===== config.mk =====
export PLATFORM = sky130hd
export DESIGN_NAME = reel_scroller_flat
export DESIGN_NICKNAME = d
export VERILOG_FILES = /design/src/rtl/reel_scroller_if.sv /design/src/rtl/reel_scroller.sv /design/src/flat_wrapper.sv
export SDC_FILE = /design/constraint.sdc
export NUM_CORES = 1
export LEC_CHECK = 0
export BUFFER_PORTS_ARGS = -buffer_cell sky130_fd_sc_hd__buf_4
export CELL_PAD_IN_SITES_DETAIL_PLACEMENT = 1
export CELL_PAD_IN_SITES_GLOBAL_PLACEMENT = 2
export CORE_UTILIZATION = 30
export DETAILED_ROUTE_END_ITERATION = 10
export GPL_TIMING_DRIVEN = 0
export PLACE_DENSITY_LB_ADDON = 0.1
export SYNTH_ARGS = -nofsm -noshare
export SYNTH_HDL_FRONTEND = slang
export SYNTH_SLANG_ARGS = --single-unit

===== constraint.sdc =====
create_clock -name clk -period 7.9 [get_ports clk]
set_clock_uncertainty 0.1 [all_clocks]
set_input_delay 1.58 -clock clk [delete_from_list [all_inputs] [get_ports clk]]
set_output_delay 1.58 -clock clk [all_outputs]
set_load 0.1 [all_outputs]

===== src/rtl/reel_scroller_if.sv =====
// reel_scroller_if: control, row-lookup, glyph ROM and result signals of the two-reel scroller
interface reel_scroller_if;
    logic       spin_start;
    logic       stop_left;
    logic       stop_right;
    logic [2:0] current_row;
    logic [2:0] glyph_sym_l;
    logic [2:0] glyph_row_l;
    logic [7:0] glyph_data_l;
    logic [2:0] glyph_sym_r;
    logic [2:0] glyph_row_r;
    logic [7:0] glyph_data_r;
    logic [7:0] pixels_left;
    logic [7:0] pixels_right;
    logic       busy;
    logic       result_valid;
    logic [2:0] sym_left;
    logic [2:0] sym_right;
    logic       jackpot;
    modport master (
        output spin_start, stop_left, stop_right, current_row, glyph_data_l, glyph_data_r,
        input  glyph_sym_l, glyph_row_l, glyph_sym_r, glyph_row_r, pixels_left, pixels_right,
               busy, result_valid, sym_left, sym_right, jackpot
    );
    modport slave (
        input  spin_start, stop_left, stop_right, current_row, glyph_data_l, glyph_data_r,
        output glyph_sym_l, glyph_row_l, glyph_sym_r, glyph_row_r, pixels_left, pixels_right,
               busy, result_valid, sym_left, sym_right, jackpot
    );
endinterface


===== src/rtl/reel_scroller.sv =====
// reel_scroller: two scrolling slot reels feeding glyph rows to an 8x8 dual-matrix scan driver
module reel_scroller #(
    parameter int STEP_TICKS_L = 1500000,
    parameter int STEP_TICKS_R = 1200000
) (
    input logic clk,
    input logic rst,
    reel_scroller_if.slave bus
);
    typedef enum logic [1:0] {IDLE, SPIN, STOPPING} state_t;
    logic [1:0][2:0] sym_a, sym_na, gsym, grow;
    logic [1:0] idle, idle_nx, stop;
    logic start, settle, rv, jp;
    assign stop = {bus.stop_right, bus.stop_left};
    assign start = bus.spin_start && (&idle);
    assign settle = (&idle_nx) && !(&idle);
    genvar g;
    for (g = 0; g < 2; g++) begin : g_reel
        localparam int TICKS = g ? STEP_TICKS_R : STEP_TICKS_L;
        localparam int CW = $clog2(TICKS);
        state_t st, st_nx;
        logic [CW-1:0] cnt;
        logic [2:0] sym, off, sym_nx, off_nx;
        logic [3:0] idx;
        logic tick;
        assign tick = st != IDLE && cnt == CW'(TICKS - 1);
        always_comb begin
            off_nx = tick ? off + 3'd1 : off;
            sym_nx = tick && off == 3'd7 ? sym + 3'd1 : sym;
            st_nx = st == IDLE ? (start ? SPIN : IDLE) :
                    st == SPIN ? (stop[g] ? STOPPING : SPIN) :
                    (tick && off == 3'd7 ? IDLE : STOPPING);
        end
        always_ff @(posedge clk) begin
            if (rst) begin
                st <= IDLE;
                cnt <= '0;
                sym <= '0;
                off <= '0;
            end else begin
                st <= st_nx;
                cnt <= st == IDLE || tick ? '0 : cnt + CW'(1);
                sym <= sym_nx;
                off <= off_nx;
            end
        end
        // rows past the bottom of the current symbol come from the next one down the strip
        assign idx = {1'b0, off} + {1'b0, bus.current_row};
        assign gsym[g] = idx[3] ? sym + 3'd1 : sym;
        assign grow[g] = idx[2:0];
        assign sym_a[g] = sym;
        assign sym_na[g] = sym_nx;
        assign idle[g] = st == IDLE;
        assign idle_nx[g] = st_nx == IDLE;
    end
    always_ff @(posedge clk) begin
        if (rst) begin
            rv <= 1'b0;
            jp <= 1'b0;
        end else begin
            rv <= settle;
            jp <= start ? 1'b0 : settle ? sym_na[0] == sym_na[1] : jp;
        end
    end
    assign bus.glyph_sym_l = gsym[0];
    assign bus.glyph_row_l = grow[0];
    assign bus.glyph_sym_r = gsym[1];
    assign bus.glyph_row_r = grow[1];
    assign bus.pixels_left = bus.glyph_data_l;
    assign bus.pixels_right = bus.glyph_data_r;
    assign bus.busy = !(&idle);
    assign bus.result_valid = rv;
    assign bus.jackpot = jp;
    assign bus.sym_left = sym_a[0];
    assign bus.sym_right = sym_a[1];
endmodule


===== src/flat_wrapper.sv =====
// flat-port wrapper written by rule: the top's interface ports become plain ports
module reel_scroller_flat 
#(
    parameter int STEP_TICKS_L = 1500000,
    parameter int STEP_TICKS_R = 1200000
)
  (clk, rst, bus_spin_start, bus_stop_left, bus_stop_right, bus_current_row, bus_glyph_data_l, bus_glyph_data_r, bus_glyph_sym_l, bus_glyph_row_l, bus_glyph_sym_r, bus_glyph_row_r, bus_pixels_left, bus_pixels_right, bus_busy, bus_result_valid, bus_sym_left, bus_sym_right, bus_jackpot);
  reel_scroller_if bus_i ();
  input logic clk;
  input logic rst;
  input wire logic [$bits(bus_i.spin_start)-1:0] bus_spin_start;
  input wire logic [$bits(bus_i.stop_left)-1:0] bus_stop_left;
  input wire logic [$bits(bus_i.stop_right)-1:0] bus_stop_right;
  input wire logic [$bits(bus_i.current_row)-1:0] bus_current_row;
  input wire logic [$bits(bus_i.glyph_data_l)-1:0] bus_glyph_data_l;
  input wire logic [$bits(bus_i.glyph_data_r)-1:0] bus_glyph_data_r;
  output wire logic [$bits(bus_i.glyph_sym_l)-1:0] bus_glyph_sym_l;
  output wire logic [$bits(bus_i.glyph_row_l)-1:0] bus_glyph_row_l;
  output wire logic [$bits(bus_i.glyph_sym_r)-1:0] bus_glyph_sym_r;
  output wire logic [$bits(bus_i.glyph_row_r)-1:0] bus_glyph_row_r;
  output wire logic [$bits(bus_i.pixels_left)-1:0] bus_pixels_left;
  output wire logic [$bits(bus_i.pixels_right)-1:0] bus_pixels_right;
  output wire logic [$bits(bus_i.busy)-1:0] bus_busy;
  output wire logic [$bits(bus_i.result_valid)-1:0] bus_result_valid;
  output wire logic [$bits(bus_i.sym_left)-1:0] bus_sym_left;
  output wire logic [$bits(bus_i.sym_right)-1:0] bus_sym_right;
  output wire logic [$bits(bus_i.jackpot)-1:0] bus_jackpot;
  assign bus_i.spin_start = bus_spin_start;
  assign bus_i.stop_left = bus_stop_left;
  assign bus_i.stop_right = bus_stop_right;
  assign bus_i.current_row = bus_current_row;
  assign bus_i.glyph_data_l = bus_glyph_data_l;
  assign bus_i.glyph_data_r = bus_glyph_data_r;
  assign bus_glyph_sym_l = bus_i.glyph_sym_l;
  assign bus_glyph_row_l = bus_i.glyph_row_l;
  assign bus_glyph_sym_r = bus_i.glyph_sym_r;
  assign bus_glyph_row_r = bus_i.glyph_row_r;
  assign bus_pixels_left = bus_i.pixels_left;
  assign bus_pixels_right = bus_i.pixels_right;
  assign bus_busy = bus_i.busy;
  assign bus_result_valid = bus_i.result_valid;
  assign bus_sym_left = bus_i.sym_left;
  assign bus_sym_right = bus_i.sym_right;
  assign bus_jackpot = bus_i.jackpot;
  reel_scroller #(.STEP_TICKS_L(STEP_TICKS_L), .STEP_TICKS_R(STEP_TICKS_R)) u_core (.clk(clk), .rst(rst), .bus(bus_i));
endmodule

# After elaboration in Yosys (flattened, before gate mapping)
# Cells that the tools add are included.
totals:
  out_inout_bits: 37
  register_bits: 60
  elab_cells: 58
  inputBits: 24
classes:
  mux: 13
  n_eq_ne: 7
  n_reduce_logical: 20
  addsub: 8
op_table:
  columns: ["operator", "n"]
  rows:
  - ["$add A21 B1 Y21 const B", 2]
  - ["$eq A21 B21 Y1 const B", 2]
  - ["$mux W2", 8]
  - ["$add A3 B1 Y3 const B", 4]
  - ["$mux W3", 4]
  - ["$add A3 B3 Y4", 2]
  - ["$logic_not A2 Y1", 4]
  - ["$eq A3 B3 Y1 const B", 2]
  - ["$logic_and A1 B1 Y1", 6]
  - ["$reduce_or A2 Y1", 3]
  - ["$eq A2 B1 Y1 const B", 2]
  - ["$reduce_and A2 Y1", 2]
  - ["$reduce_bool A2 Y1", 2]
  - ["$eq A3 B3 Y1", 1]
  - ["$logic_or A1 B1 Y1", 2]
  - ["$logic_not A1 Y1", 1]
  - ["$mux W1", 1]

# Depth between registers and ports, before layout
depth:
  depth_word: 9
  ltp_mapped: 7

# Worst setup path before layout
# Ideal clock, no wire load.
synth_timing:
  path_type: "input to output"
  start: "in bus_current_row[1]"
  end: "out bus_glyph_sym_l[2]"
  arrival_time_ns: 3.752
  stages: 5
  slack_ns: 2.468
  t_required_ns: 6.220
  cell_sequence: "ha_1 > a21o_1 > a21oi_1 > nand2b_1 > xnor2_1"
synth_via:
  elab_chain_len: 2
synth_rtl:
  columns: ["item", "line", "rtl"]
  rows:
  - ["start, declared", "flat_wrapper.sv:14", "input wire logic [$bits(bus_i.current_row)-1:0] bus_current_row;"]
  - ["$add A3 B3 Y4", "reel_scroller.sv:48", "assign idx = {1'b0, off} + {1'b0, bus.current_row};"]
  - ["$mux W3", "reel_scroller.sv:49", "assign gsym[g] = idx[3] ? sym + 3'd1 : sym;"]
  - ["end, declared", "flat_wrapper.sv:17", "output wire logic [$bits(bus_i.glyph_sym_l)-1:0] bus_glyph_sym_l;"]
# Every way passes these cells.

# Worst setup path after layout
# Ends and elaborated chain as after synthesis.

==> impl_results.md <==
* Power density over the cells at roughly 170 nW/um^2
* Kind of end point of the critical path: output port
* Final cycle utilization of the critical path at 0.5993
* Fraction of final layout cells with drive strength greater than 1 at 0.2276
* Max-cap viol count at 0
* Worst hold slack across all endpoints at 0.3445 ns
* Number of setup buffers added after CTS at 0
* Pins Over Slew Limit at 0
* Via-per-instance ratio at approximately 4.6
* Crit path launch type: primary input
* HPWL reported at the end of detailed placement at ~5500 um
* Maximum resistive drop on vdd at 61.96 uV
* Wire length of the first global-routing pass at ~12,000 um
* Area Growth Syn to Fin at 20.54%
* Maximum number of pins on one net before global-route repair at 11
* Number of cells produced by synthesis at between 300 and 400
* Worst-margin pin slew at 0.5367 ns
* Leakage power at ~0.0015 uW
* Critical path data required time at 6.22 ns
* Number of top-level pins at roughly 60
* Synth async-reset ratio at 0
* Placed cell area at 3655 sq um
* Number of design-rule violations left by the first detailed-router iteration at ~70
* Filler instances at ~1,300
* RSZ-0062 raised after global routing: no
* H-tree depth at 3
* Most used flip-flop cell after synthesis: sky130_fd_sc_hd__dfxtp_1
* Worst hold path class: flip-flop to flip-flop
* Worst Path Max Fanout at 3
* Worst endpoint data arrival time at roughly 3 ns
* Relative max-transition margin at 0.6422
* Warnings, synthesis at 0
* Number of global-route vias before repair at about 2,600
* Die Ht at 104.7 um
* Reg clk slew, reported paths at roughly 0.07 ns
* Total DRC errors in the routed layout at 0
* First-pass iteration count of the detailed router at 4
* Worst path bufs/invs at 2
* Most common cell type on the critical path: sky130_fd_sc_hd__buf_4
* Unique masters post-synth at between 40 and 50
* Post-CTS Hold Buffers at 0
* Total via count in the routed design at between 2,000 and 3,000
* Initial standard-cell utilization of the core at 0.3076
* Final hold violations at 0
* Number of nets in the layout at 450
* Status: finished, final reports clean
* Number of antenna violations at the first check in global routing at 0
* Finished Cell Area at roughly 3800 sq um
* Startpoint of the worst hold path: u_core.g_reel[1].cnt[0]
* Width of the chip at around 100 um
* Setup slack of the worst register-to-register path at 5.15 ns
* Routability congestion estimate at approximately 0.7
* Worst skew pair latency at between 0.3 and 0.4 ns
* Max Clock Freq at 211.2 MHz
* Number of antenna cells inserted at 0
* Fraction of the yosys area taken by sequential cells at 0.3799
* Number of clock sinks at 60
* Critical path start-end classification: primary input to output port
* Dominant cell type by area after synthesis: sky130_fd_sc_hd__dfxtp_1
* Post-route total power at about 640 uW
* Family with the most delay on the worst path: compound AO/OA/AOI/OAI gates
* Share of the synthesized area in the top cell type at 0.3799
* Final ANT Viol Nets at 0
* Synth top area cells: sky130_fd_sc_hd__dfxtp_1 (38%), sky130_fd_sc_hd__nor2_1 (7.8%), sky130_fd_sc_hd__xnor2_1 (6.6%)
* TritonCTS clock tree: done
* Netlist area before placement at about 3200 sq um
* Standard-cell rows at 37
* Max incr delay on CP at around 0.32 ns
* Final Routed Wirelength at between 7000 and 8000 um
* Maximum buffer depth of the clock tree at 2
* Number of I/O port buffers at 43
* Worst-path cell with the longest stage delay: sky130_fd_sc_hd__buf_4
* Period minus WS final at approximately 4.7 ns
* Quantity of gates resized following cts at 0
* Net count after synthesis at between 300 and 400
* Final standard cell utilization of the core at 0.3708
* Worst setup startpoint: bus_current_row[1]
* Number of enable-type register cells in the synthesized netlist at 0
* Average wire per standard cell at around 13 um
* Total die area at roughly 11,000 sq um
* Total global-route track usage at 0.1425
* Number of buffers added by the clock tree synthesis step at 9
* Final count of negative-setup-slack endpoints at 0
* Area inside the core boundary at between 10,000 and 15,000 sq um
* Synth Register Bits at 60
* Reg-to-reg critical path startpoint: u_core.g_reel[0].cnt[0]
* Crit path cell chain: buf_4 > ha_1 > a21o_1 > a21oi_1 > nand2b_1 > xnor2_1 > buf_4
* Root buffer selected by CTS: sky130_fd_sc_hd__clkbuf_8
* Mean instance size in the synthesized netlist at a little under 9 sq um
* Overflow after GRT at 0
* Total negative slack at 0 ns
## cell usage after synthesis, drive strengths merged (4+ instances only)
cell type  instances
a21oi              7
and2               4
and3               6
buf               18
clkbuf             6
dfxtp             60
ha                14
inv               13
mux2               5
nand2             27
nand3             15
nand4             11
nor2              66
nor3               8
or2                4
xnor2             24
xor2              23
## worst paths after layout
kind | to | cells past startpoint
worst max-delay path | bus_glyph_sym_l[2] | 7
worst max register to register | u_core.bus.jackpot | 7
worst min register to register | u_core.g_reel[1].cnt[0] | 1
worst min-delay path | u_core.g_reel[1].cnt[0] | 1
## per-stage QoR
step                std cells  worst slack [ns]
floorplan                 356             2.468
global placement          535             3.139
detailed placement        535             3.135
CTS                       549             3.136
global route              549             3.078
finish                    549             3.165
## power breakdown
part / switching (uW) / internal, uW / total [uW]
clock network: 118 / 117 / 235
registers: 3.50 / 305 / 309
logic: 73.8 / 23.0 / 96.8
## logic make-up after synthesis
kind of cell               count (synthesis)  share of synthesized area
adders and majority gates                 16                    0.06807
DFF                                       60                     0.3799
AOI/OAI and AO/OA                         26                    0.05817
xor gates and xnor gates                  47                     0.1302
buffers and inverters                     37                    0.06450
and+or+nand+nor                          162                     0.2719
muxes                                      8                    0.02730
## registers in the layout, summed over array words and instances, names as in the netlist
register,count
u_core.g_reel.cnt,42
u_core.g_reel.off,6
u_core.g_reel.st,4
u_core.bus.sym_left,3
u_core.bus.sym_right,3
u_core.bus.jackpot,1
u_core.bus.result_valid,1
## layer usage
| layer | part of all wire | track usage | up-vias |
|---|---|---|---|
| met5 | 0 | 0 | - |
| met4 | 0.017 | 0.06036 | 0 |
| met3 | 0.052 | 0.04304 | 11 |
| met2 | 0.46 | 0.2384 | 48 |
| met1 | 0.47 | 0.1686 | 1180 |
| li1 | - | - | 1297 |
## cells in the final DEF (no fill, tap or decap), types with 2 or more instances in the layout
cell and instances:
sky130_fd_sc_hd__nand3_1 14, sky130_fd_sc_hd__nand4_1 9, sky130_fd_sc_hd__xnor2_1 24, sky130_fd_sc_hd__and3_1 6, sky130_fd_sc_hd__nand2_1 27, sky130_fd_sc_hd__or2_2 4
sky130_fd_sc_hd__and4_1 3, sky130_fd_sc_hd__dfxtp_1 60, sky130_fd_sc_hd__a31oi_1 2, sky130_fd_sc_hd__a211oi_1 2, sky130_fd_sc_hd__nor2_1 66, sky130_fd_sc_hd__buf_4 60
sky130_fd_sc_hd__and2_1 3, sky130_fd_sc_hd__nand2b_1 2, sky130_fd_sc_hd__mux2i_1 3, sky130_fd_sc_hd__a21o_1 2, sky130_fd_sc_hd__nor2b_1 2, sky130_fd_sc_hd__ha_1 14
sky130_fd_sc_hd__or3_1 2, sky130_fd_sc_hd__inv_1 13, sky130_fd_sc_hd__a21oi_1 7, sky130_fd_sc_hd__xor2_1 23, sky130_fd_sc_hd__and4bb_1 2, sky130_fd_sc_hd__clkinv_2 3
sky130_fd_sc_hd__fa_1 2, sky130_fd_sc_hd__o31ai_1 3, sky130_fd_sc_hd__mux2_2 5, sky130_fd_sc_hd__nor4_1 2, sky130_fd_sc_hd__nor3_1 8, sky130_fd_sc_hd__o21ai_0 2
sky130_fd_sc_hd__clkbuf_8 10, sky130_fd_sc_hd__o21ba_2 2, sky130_fd_sc_hd__o211ai_1 2, sky130_fd_sc_hd__clkbuf_1 7
## final cells by class
type                    instances  area [sq um]  area share
multi-input cells             259          1757      0.4609
flip-flops and latches         60          1201      0.3152
repair buffers                 43         322.8     0.08470
well taps                     136         170.2     0.04465
plain buffers                  24         155.1     0.04071
clock buffers                  11         141.4     0.03710
inverters                      13         48.80     0.01280
clock inverters                 3         15.01    0.003940
Power figures use the tool's default switching activity.
